`config.mk`:
```
export PLATFORM = sky130hd
export DESIGN_NAME = lcd_nibble_writer
export DESIGN_NICKNAME = d
export VERILOG_FILES = /design/src/rtl/lcd_pkg.sv /design/src/rtl/lcd_timer.sv /design/src/rtl/lcd_nibble_writer.sv
export SDC_FILE = /design/constraint.sdc
export NUM_CORES = 1
export LEC_CHECK = 0
export ABC_AREA = 1
export CAP_MARGIN = 10
export CORE_MARGIN = 5
export CORE_UTILIZATION = 63
export DETAILED_ROUTE_END_ITERATION = 7
export PLACE_DENSITY = 0.86
export SYNTH_ARGS = -nofsm -noshare
export SYNTH_HDL_FRONTEND = slang
export SYNTH_SLANG_ARGS = --single-unit
```
`constraint.sdc`:
```
create_clock -name i_clk -period 3 [get_ports i_clk]
set_input_delay 0.6 -clock i_clk [delete_from_list [all_inputs] [get_ports i_clk]]
set_output_delay 0.6 -clock i_clk [all_outputs]
set_load 0.01 [all_outputs]
```
`src/rtl/lcd_pkg.sv`:
```
// Shared definitions for the HD44780 4-bit writer: state encoding, default
// timing constants (50 MHz clock), clear/home opcodes and small helpers.
package lcd_pkg;

  localparam int CNT_W = 32;

  localparam int DEF_T_PWR   = 750000;
  localparam int DEF_T_INIT1 = 205000;
  localparam int DEF_T_INIT2 = 5000;
  localparam int DEF_T_SU    = 2;
  localparam int DEF_T_E     = 12;
  localparam int DEF_T_GAP   = 50;
  localparam int DEF_T_CMD   = 2000;
  localparam int DEF_T_CLR   = 82000;

  localparam logic [7:0] OP_CLEAR    = 8'h01;
  localparam logic [7:0] OP_HOME     = 8'h02;
  localparam logic [7:0] OP_HOME_ALT = 8'h03;

  localparam logic [3:0] NIB_INIT = 4'h3;
  localparam logic [3:0] NIB_4BIT = 4'h2;

  typedef enum logic [2:0] {
    ST_PWR_WAIT,
    ST_IDLE,
    ST_SETUP_HI,
    ST_E_HI,
    ST_GAP,
    ST_SETUP_LO,
    ST_E_LO,
    ST_WAIT
  } state_t;

  // A state lasting n cycles loads n-1 so that n=1 means exactly one cycle.
  function automatic logic [CNT_W-1:0] ticks(input int n);
    return CNT_W'(n - 1);
  endfunction

  function automatic logic is_clr_home(input logic rs, input logic [7:0] din);
    return !rs && (din == OP_CLEAR || din == OP_HOME || din == OP_HOME_ALT);
  endfunction

endpackage

```
`src/rtl/lcd_timer.sv`:
```
// Loadable down-counter; o_done is high while the count sits at zero.
module lcd_timer
  import lcd_pkg::*;
#(
  parameter logic [CNT_W-1:0] RST_VAL = '0
) (
  input  logic             i_clk,
  input  logic             i_rst,
  input  logic             i_load,
  input  logic [CNT_W-1:0] i_load_val,
  output logic             o_done
);

  logic [CNT_W-1:0] r_cnt;

  // NOTE: sequential state uses <= so every register samples pre-edge values.
  always_ff @(posedge i_clk or posedge i_rst) begin
    if (i_rst)
      r_cnt <= RST_VAL;
    else if (i_load)
      r_cnt <= i_load_val;
    else if (r_cnt != '0)
      r_cnt <= r_cnt - 1'b1;
  end

  assign o_done = (r_cnt == '0);

endmodule

```
`src/rtl/lcd_nibble_writer.sv`:
```
// HD44780 4-bit write-only interface: splits each byte into two E-strobed
// nibbles. Define LCD_INIT_EN to compile in the power-on init sequence.
module lcd_nibble_writer
  import lcd_pkg::*;
#(
  parameter int T_PWR   = DEF_T_PWR,
  parameter int T_INIT1 = DEF_T_INIT1,
  parameter int T_INIT2 = DEF_T_INIT2,
  parameter int T_SU    = DEF_T_SU,
  parameter int T_E     = DEF_T_E,
  parameter int T_GAP   = DEF_T_GAP,
  parameter int T_CMD   = DEF_T_CMD,
  parameter int T_CLR   = DEF_T_CLR
) (
  input  logic       i_clk,
  input  logic       i_rst,
  input  logic [7:0] i_din,
  input  logic       i_rs_in,
  input  logic       i_valid,
  output logic       o_ready,
  output logic       o_init_done,
  output logic       o_lcd_rs,
  output logic       o_lcd_rw,
  output logic       o_lcd_e,
  output logic [3:0] o_sf_d
);

`ifdef LCD_INIT_EN
  localparam bit     INIT_EN   = 1'b1;
  localparam state_t RST_STATE = ST_PWR_WAIT;
`else
  localparam bit     INIT_EN   = 1'b0;
  localparam state_t RST_STATE = ST_IDLE;
`endif

  state_t           r_state;
  logic             r_ready;
  logic             r_init_done;
  logic             r_lcd_rs;
  logic             r_lcd_e;
  logic [3:0]       r_sf_d;
  logic [3:0]       r_lo_nib;
  logic             r_clr;
  logic [1:0]       r_init_step;

  state_t           w_next;
  logic [CNT_W-1:0] w_load_val;
  logic [CNT_W-1:0] w_init_wait;
  logic             w_load;
  logic             w_done;
  logic             w_accept;
  logic             w_in_init;

  assign w_accept    = (r_state == ST_IDLE) && r_ready && i_valid;
  assign w_in_init   = INIT_EN && !r_init_done;
  assign w_init_wait = (r_init_step == 2'd0) ? ticks(T_INIT1) :
                       (r_init_step == 2'd1) ? ticks(T_INIT2) : ticks(T_CMD);

  // Every state lasts at least one cycle, so any state change reloads the timer.
  assign w_load = (w_next != r_state);

  // NOTE: every always_comb output gets a default first, so no path infers a latch.
  always_comb begin
    w_next     = r_state;
    w_load_val = '0;
    unique case (r_state)
      ST_PWR_WAIT: if (w_done) begin
        w_next     = ST_SETUP_HI;
        w_load_val = ticks(T_SU);
      end
      ST_IDLE: if (w_accept) begin
        w_next     = ST_SETUP_HI;
        w_load_val = ticks(T_SU);
      end
      ST_SETUP_HI: if (w_done) begin
        w_next     = ST_E_HI;
        w_load_val = ticks(T_E);
      end
      ST_E_HI: if (w_done) begin
        if (w_in_init) begin
          w_next     = ST_WAIT;
          w_load_val = w_init_wait;
        end else begin
          w_next     = ST_GAP;
          w_load_val = ticks(T_GAP);
        end
      end
      ST_GAP: if (w_done) begin
        w_next     = ST_SETUP_LO;
        w_load_val = ticks(T_SU);
      end
      ST_SETUP_LO: if (w_done) begin
        w_next     = ST_E_LO;
        w_load_val = ticks(T_E);
      end
      ST_E_LO: if (w_done) begin
        w_next     = ST_WAIT;
        w_load_val = r_clr ? ticks(T_CLR) : ticks(T_CMD);
      end
      ST_WAIT: if (w_done) begin
        if (w_in_init && r_init_step != 2'd3) begin
          w_next     = ST_SETUP_HI;
          w_load_val = ticks(T_SU);
        end else begin
          w_next = ST_IDLE;
        end
      end
      default: w_next = ST_IDLE;
    endcase
  end

  always_ff @(posedge i_clk or posedge i_rst) begin
    if (i_rst) begin
      r_state     <= RST_STATE;
      r_ready     <= 1'b0;
      r_init_done <= 1'b0;
      r_lcd_rs    <= 1'b0;
      r_lcd_e     <= 1'b0;
      r_sf_d      <= 4'h0;
      r_lo_nib    <= 4'h0;
      r_clr       <= 1'b0;
      r_init_step <= 2'd0;
    end else begin
      r_state <= w_next;
      r_lcd_e <= (w_next == ST_E_HI) || (w_next == ST_E_LO);
      r_ready <= (w_next == ST_IDLE);
      if (w_next == ST_IDLE)
        r_init_done <= 1'b1;

      // Data and RS only move on entry to a setup state, when E is already low.
      if (w_accept) begin
        r_sf_d   <= i_din[7:4];
        r_lo_nib <= i_din[3:0];
        r_lcd_rs <= i_rs_in;
        r_clr    <= is_clr_home(i_rs_in, i_din);
      end else if (r_state == ST_GAP && w_next == ST_SETUP_LO) begin
        r_sf_d <= r_lo_nib;
      end else if (r_state == ST_PWR_WAIT && w_next == ST_SETUP_HI) begin
        r_sf_d <= NIB_INIT;
      end else if (r_state == ST_WAIT && w_next == ST_SETUP_HI) begin
        r_sf_d      <= (r_init_step == 2'd2) ? NIB_4BIT : NIB_INIT;
        r_init_step <= r_init_step + 2'd1;
      end
    end
  end

  lcd_timer #(
    .RST_VAL (CNT_W'(T_PWR - 1))
  ) u_timer (
    .i_clk      (i_clk),
    .i_rst      (i_rst),
    .i_load     (w_load),
    .i_load_val (w_load_val),
    .o_done     (w_done)
  );

  assign o_ready     = r_ready;
  assign o_init_done = r_init_done;
  assign o_lcd_rs    = r_lcd_rs;
  assign o_lcd_rw    = 1'b0;
  assign o_lcd_e     = r_lcd_e;
  assign o_sf_d      = r_sf_d;

endmodule

```
* Word-level counts from Yosys, hierarchy flattened *
Cells that the tools add are included.

word-level totals
  flip-flop bits (word level) = 50
  output and inout bits = 9
  word-level logic and storage cells = 73

operators by class
  add/subtract/negate cells = 2
  eq/ne operators = 17
  multiplexer cells = 23
  bitwise gates (word level) = 3
  reduce and logical (&&, ||, !) cells = 18

operator list
  cell                                                                  number
  32-bit case mux with 6 select lines                                   1
  32-bit 2-to-1 mux                                                     2
  17-bit 2-to-1 mux                                                     2
  32-bit zero test                                                      1
  32-bit nonzero test                                                   1
  32-bit by 1-bit subtractor with 32-bit output, second input constant  1
  3-bit 2-to-1 mux                                                      8
  3-bit case mux with 8 select lines                                    1
  4-bit 2-to-1 mux                                                      5
  3-bit == test, second input constant                                  6
  8-bit by 2-bit == test with 1-bit output, second input constant       2
  3-bit by 2-bit == test with 1-bit output, second input constant       4
  8-bit by 1-bit == test with 1-bit output, second input constant       1
  3-bit by 1-bit == test with 1-bit output, second input constant       2
  1-bit logical AND                                                     6
  6-bit 2-to-1 mux                                                      1
  4-bit AND reduction                                                   1
  4-bit nonzero test                                                    1
  2-bit OR reduction                                                    2
  3-bit zero test                                                       1
  1-bit logical OR                                                      3
  1-bit 2-to-1 mux                                                      3
  3-bit != test                                                         1
  1-bit NOT                                                             3
  4 further kinds                                                       4

* Depth between registers and ports, before layout *
  depth after elaboration = 11
  mapped depth = 15
  depth with buffers taken out = 15

* Hierarchy *
From an unflattened synthesis, not the netlist that was laid out.

second synthesis, totals
  cells, all modules = 478
  area total of the unflattened synthesis = 3295.7 um^2

by module, submodules not included
  module             instances  cells each  area each (um^2)  sequential area each (um^2)
  lcd_timer          1          343         2277.2            817.0
  lcd_nibble_writer  1          135         1018.5            451.7

* Worst setup path before layout *
OpenSTA, ideal clock, no wires.

  path type = register -> register
  from = reg u_timer.r_cnt[0]
  to = reg u_timer.r_cnt[10]
  library setup time = 0.128 ns
  arrival time = 1.860 ns
  required time = 2.872 ns
  setup slack = 1.012 ns
  stages on the path, launching flop included = 14
  buffers on the path = 0
  clock period less this slack = 1.988 ns
  path through = dfstp_2 -> inv_1 -> ha_1 -> nand2_1 -> nor2_1 -> nand2_4 -> nor2_8 -> nor2_2 -> nor2_4 -> nand2_4 -> nand2_4 -> nand3_4 -> nor2_2 -> a21oi_1

on the way
  word-level cells in the longest chain between the ends = 5

ends and longest elaborated chain
  element                                                  RTL line                  text
  start, declared                                          lcd_timer.sv:14           logic [CNT_W-1:0] r_cnt;
  start signal, assigned                                   lcd_timer.sv:21           r_cnt <= i_load_val;
  start signal, assigned                                   lcd_timer.sv:23           r_cnt <= r_cnt - 1'b1;
  32-bit zero test (*)                                     lcd_timer.sv:26           assign o_done = (r_cnt == '0);
  3-bit 2-to-1 mux (tied with other cells)                 lcd_nibble_writer.sv:100  ST_WAIT: if (w_done) begin
  3-bit case mux with 8 select lines (*)                   lcd_nibble_writer.sv:66   unique case (r_state)
  named net w_next[1]                                      lcd_nibble_writer.sv:46   state_t w_next;
  3-bit != test (*)                                        lcd_nibble_writer.sv:60   assign w_load = (w_next != r_state);
  32-bit 2-to-1 mux or 2-bit nonzero test (tied branches)  -

The timed path passes the listed nets; every way through them passes the cells marked *. The select of a mux whose other input is x is not followed.
A chain may end at the register's enable or synchronous reset.

* Final worst setup path *
Ends and elaborated chain as after synthesis.

==> results.tsv <==
metric	value	unit
status	finished clean	
fp.dieW	78.9	um
grtUsageTotal	22.9	%
grt.overflow.total	0	
startpoint_type	register	
drt_wl_total	6.36	mm
hold_path.startpoint	r_init_step[1]	
io_pins	21	
worstMarginPinSlew	0.725	ns
slew_headroom	51.0	%
cpPeakStageDelay	0.38	ns
clkLatencyLatePin	0.32	ns
grt_pass1_wl	11.5	mm
tns	0	ns
rsz0062_at_grt	false	
cts.repair.resized	0	
hpwl	4.68	mm
min_period	2.50	ns
root_buffer	clkbuf_8	
post_drt_wl_per_cell	14.2	um
numPortBuffers	19	
layout-drive-gt1-share	15.9	%
utilization	71.4	%
hp-class	reg2reg	
num-fill-cells	366	
startpoint	u_timer.r_cnt[0]	
crit_top_cell	nand2_4	
worstPathRequired	3.19	ns
ys_ff_latch	50	
place.gp.congestion	0.881	
dr.pass1.iters	5	
grt_antenna_before_repair	0	
synth_fp_nets	388	
path_cells	inv_1 -> ha_1 -> nand2_1 -> nor2_1 -> nand2_4 -> nor2_8 -> nand2_4 -> nand3_2 -> nand2_2 -> nand2_4 -> nand3_4 -> nor2_2 -> a21oi_1	
post_cts_buffers	0	
fmax	0.400	GHz
synthFlopType	dfrtp_1	
numClockSinks	50	
peakVddDrop	0.328	mV
die-area	0.00623	mm2
ant_nets	0	
hold_viol_final	0	
ff2ff_setup_slack	0.50	ns
drt_iter0_drc	221	
antenna_cells	0	
setup_viol	0	
syn_area	0.00299	mm2
core	0.00466	mm2
drc	0	
htreeDepth	2	
syn2layout_area_growth	11.2	%
fin_skew	0.00936	ns
cts_buffer_depth	2	
ys_seq_area_share	42.4	%
vias	2512	
worstSetupEndpointType	register	
cp_max_fo	19	
synth_edf_count	0	
drv_cap	0	
final_nets	409	
yosysUniqueCellTypes	39	
cts.clk_slew.worst_paths	0.09	ns
row_count	25	
slew_violations	0	
cts_tree	built	
avgSynthCellArea	8.02	um2
cts_made_buffers	5	
crit_type	reg2reg	
leakage	1.71	nW
r2r_start	u_timer.r_cnt[0]	
ys_warn_count	0	
grt_pass1_vias	2502	
arrival	2.70	ns
slowest_stage	dfstp_2	
grt_max_degree	51	
dieHeight	78.9	um
async_reset_ff_share	100	%
hold_buffers	0	
post-route-period-util	83.4	%
dpl_cell_area	0.00323	mm2
p_per_area	341	mW/mm2
stdcell_area	0.00333	mm2
viasPerCell	5.59	
synthCells	373	
start_util	64.2	%
power.total	1.13	mW
==> through the flow <==
stage	instances	hold slack, ns	setup slack (ns)
finish	449	0.389	0.497
global route	449	0.414	0.309
CTS	449	0.394	0.507
detailed placement	441	0.371	0.450
global placement	441	0.367	0.532
floorplan	373	0.429	1.01
==> Yosys cell counts (4+ instances only) <==
library cell  instances  area (um2)
nand2_1              74         278
nor2_1               49         184
inv_1                39         146
dfrtp_1              36         901
nand3_1              22         110
nand4_1              20         125
xor2_1               17         149
dfstp_2              14         368
nor2_2               13        81.3
nor3_1               12        60.1
o21ai_0              10        50.1
xnor2_1               9        78.8
a21oi_1               7        35.0
nand2_4               5        56.3
nand2_2               4        25.0
nor2_4                4        45.0
==> final cells by class <==
| class | count | area (um2) | area share (%) |
|---|---|---|---|
| Sequential cell | 50 | 1270 | 38.1 |
| Multi-Input combinational cell | 274 | 1520 | 45.8 |
| Timing Repair Buffer | 22 | 213 | 6.40 |
| Clock inverter | 2 | 16.3 | 0.489 |
| Tap cell | 54 | 67.6 | 2.03 |
| Inverter | 41 | 154 | 4.63 |
| Clock buffer | 6 | 82.6 | 2.48 |
==> report_power, final <==
part / leakage [nW] / total (mW) / switching, mW / internal, mW
registers: 0.612 / 0.674 / 0 / 0.674
logic: 1.05 / 0.0307 / 0.0167 / 0.0139
clock network: 0.0478 / 0.428 / 0.238 / 0.190
==> layout by cell type (no fill, tap or decap), drive strengths merged, types with 6 or more instances in the layout <==
cell / n
xor2: 17
dfstp: 14
nor3: 14
nand4: 20
nand2: 83
o21ai: 11
nand3: 24
dfrtp: 36
inv: 42
clkdlybuf4s50: 19
nor2: 67
a21oi: 7
xnor2: 9
clkbuf: 6
==> worst max-delay path, delay by kind of cell, from the launching register on <==
family                   cells  cell delay [ns]
AO/OA/AOI/OAI                1             0.07
adder cells (fa/ha/maj)      1             0.24
buffers and inverters        1             0.15
flip-flops                   1             0.38
AND/OR/NAND/NOR             10             1.54
==> sequential cells by signal, indices dropped and copies added (netlist names) <==
| name | count |
|---|---|
| r_clr | 1 |
| o_sf_d | 4 |
| o_lcd_rs | 1 |
| r_state | 3 |
| o_init_done | 1 |
| o_lcd_e | 1 |
| r_init_step | 2 |
| o_ready | 1 |
| r_lo_nib | 4 |
| u_timer.r_cnt | 32 |
==> logic make-up after synthesis <==
family | count (synthesis) | synth area share, %
and+or+nand+nor | 215 | 36.0
DFF | 50 | 42.4
buffers and inverters | 49 | 6.65
AOI/OAI and AO/OA | 29 | 5.94
xor gates and xnor gates | 26 | 7.61
adders and majority gates | 3 | 1.25
other | 1 | 0.125
==> metal layers <==
layer / share of wire [%] / GRT usage [%] / vias up
met1: 46 / 30.6 / 1173
met2: 47 / 37.8 / 77
met3: 5.2 / 4.08 / 9
met4: 1.3 / 7.73 / 0
met5: 0 / 0 / -
li1: - / - / 1253
==> path summary, 6_finish.rpt <==
| path | to | cells past startpoint |
|---|---|---|
| hold reg to reg | r_init_step[1] | 0 |
| setup reg to reg | u_timer.r_cnt[10] | 13 |
| min in group asynchronous | u_timer.r_cnt[20] | 3 |
| max in group asynchronous | u_timer.r_cnt[6] | 3 |
| hold / removal | r_init_step[1] | 0 |
| setup / recovery | u_timer.r_cnt[10] | 13 |
Power figures use the tool's default switching activity.
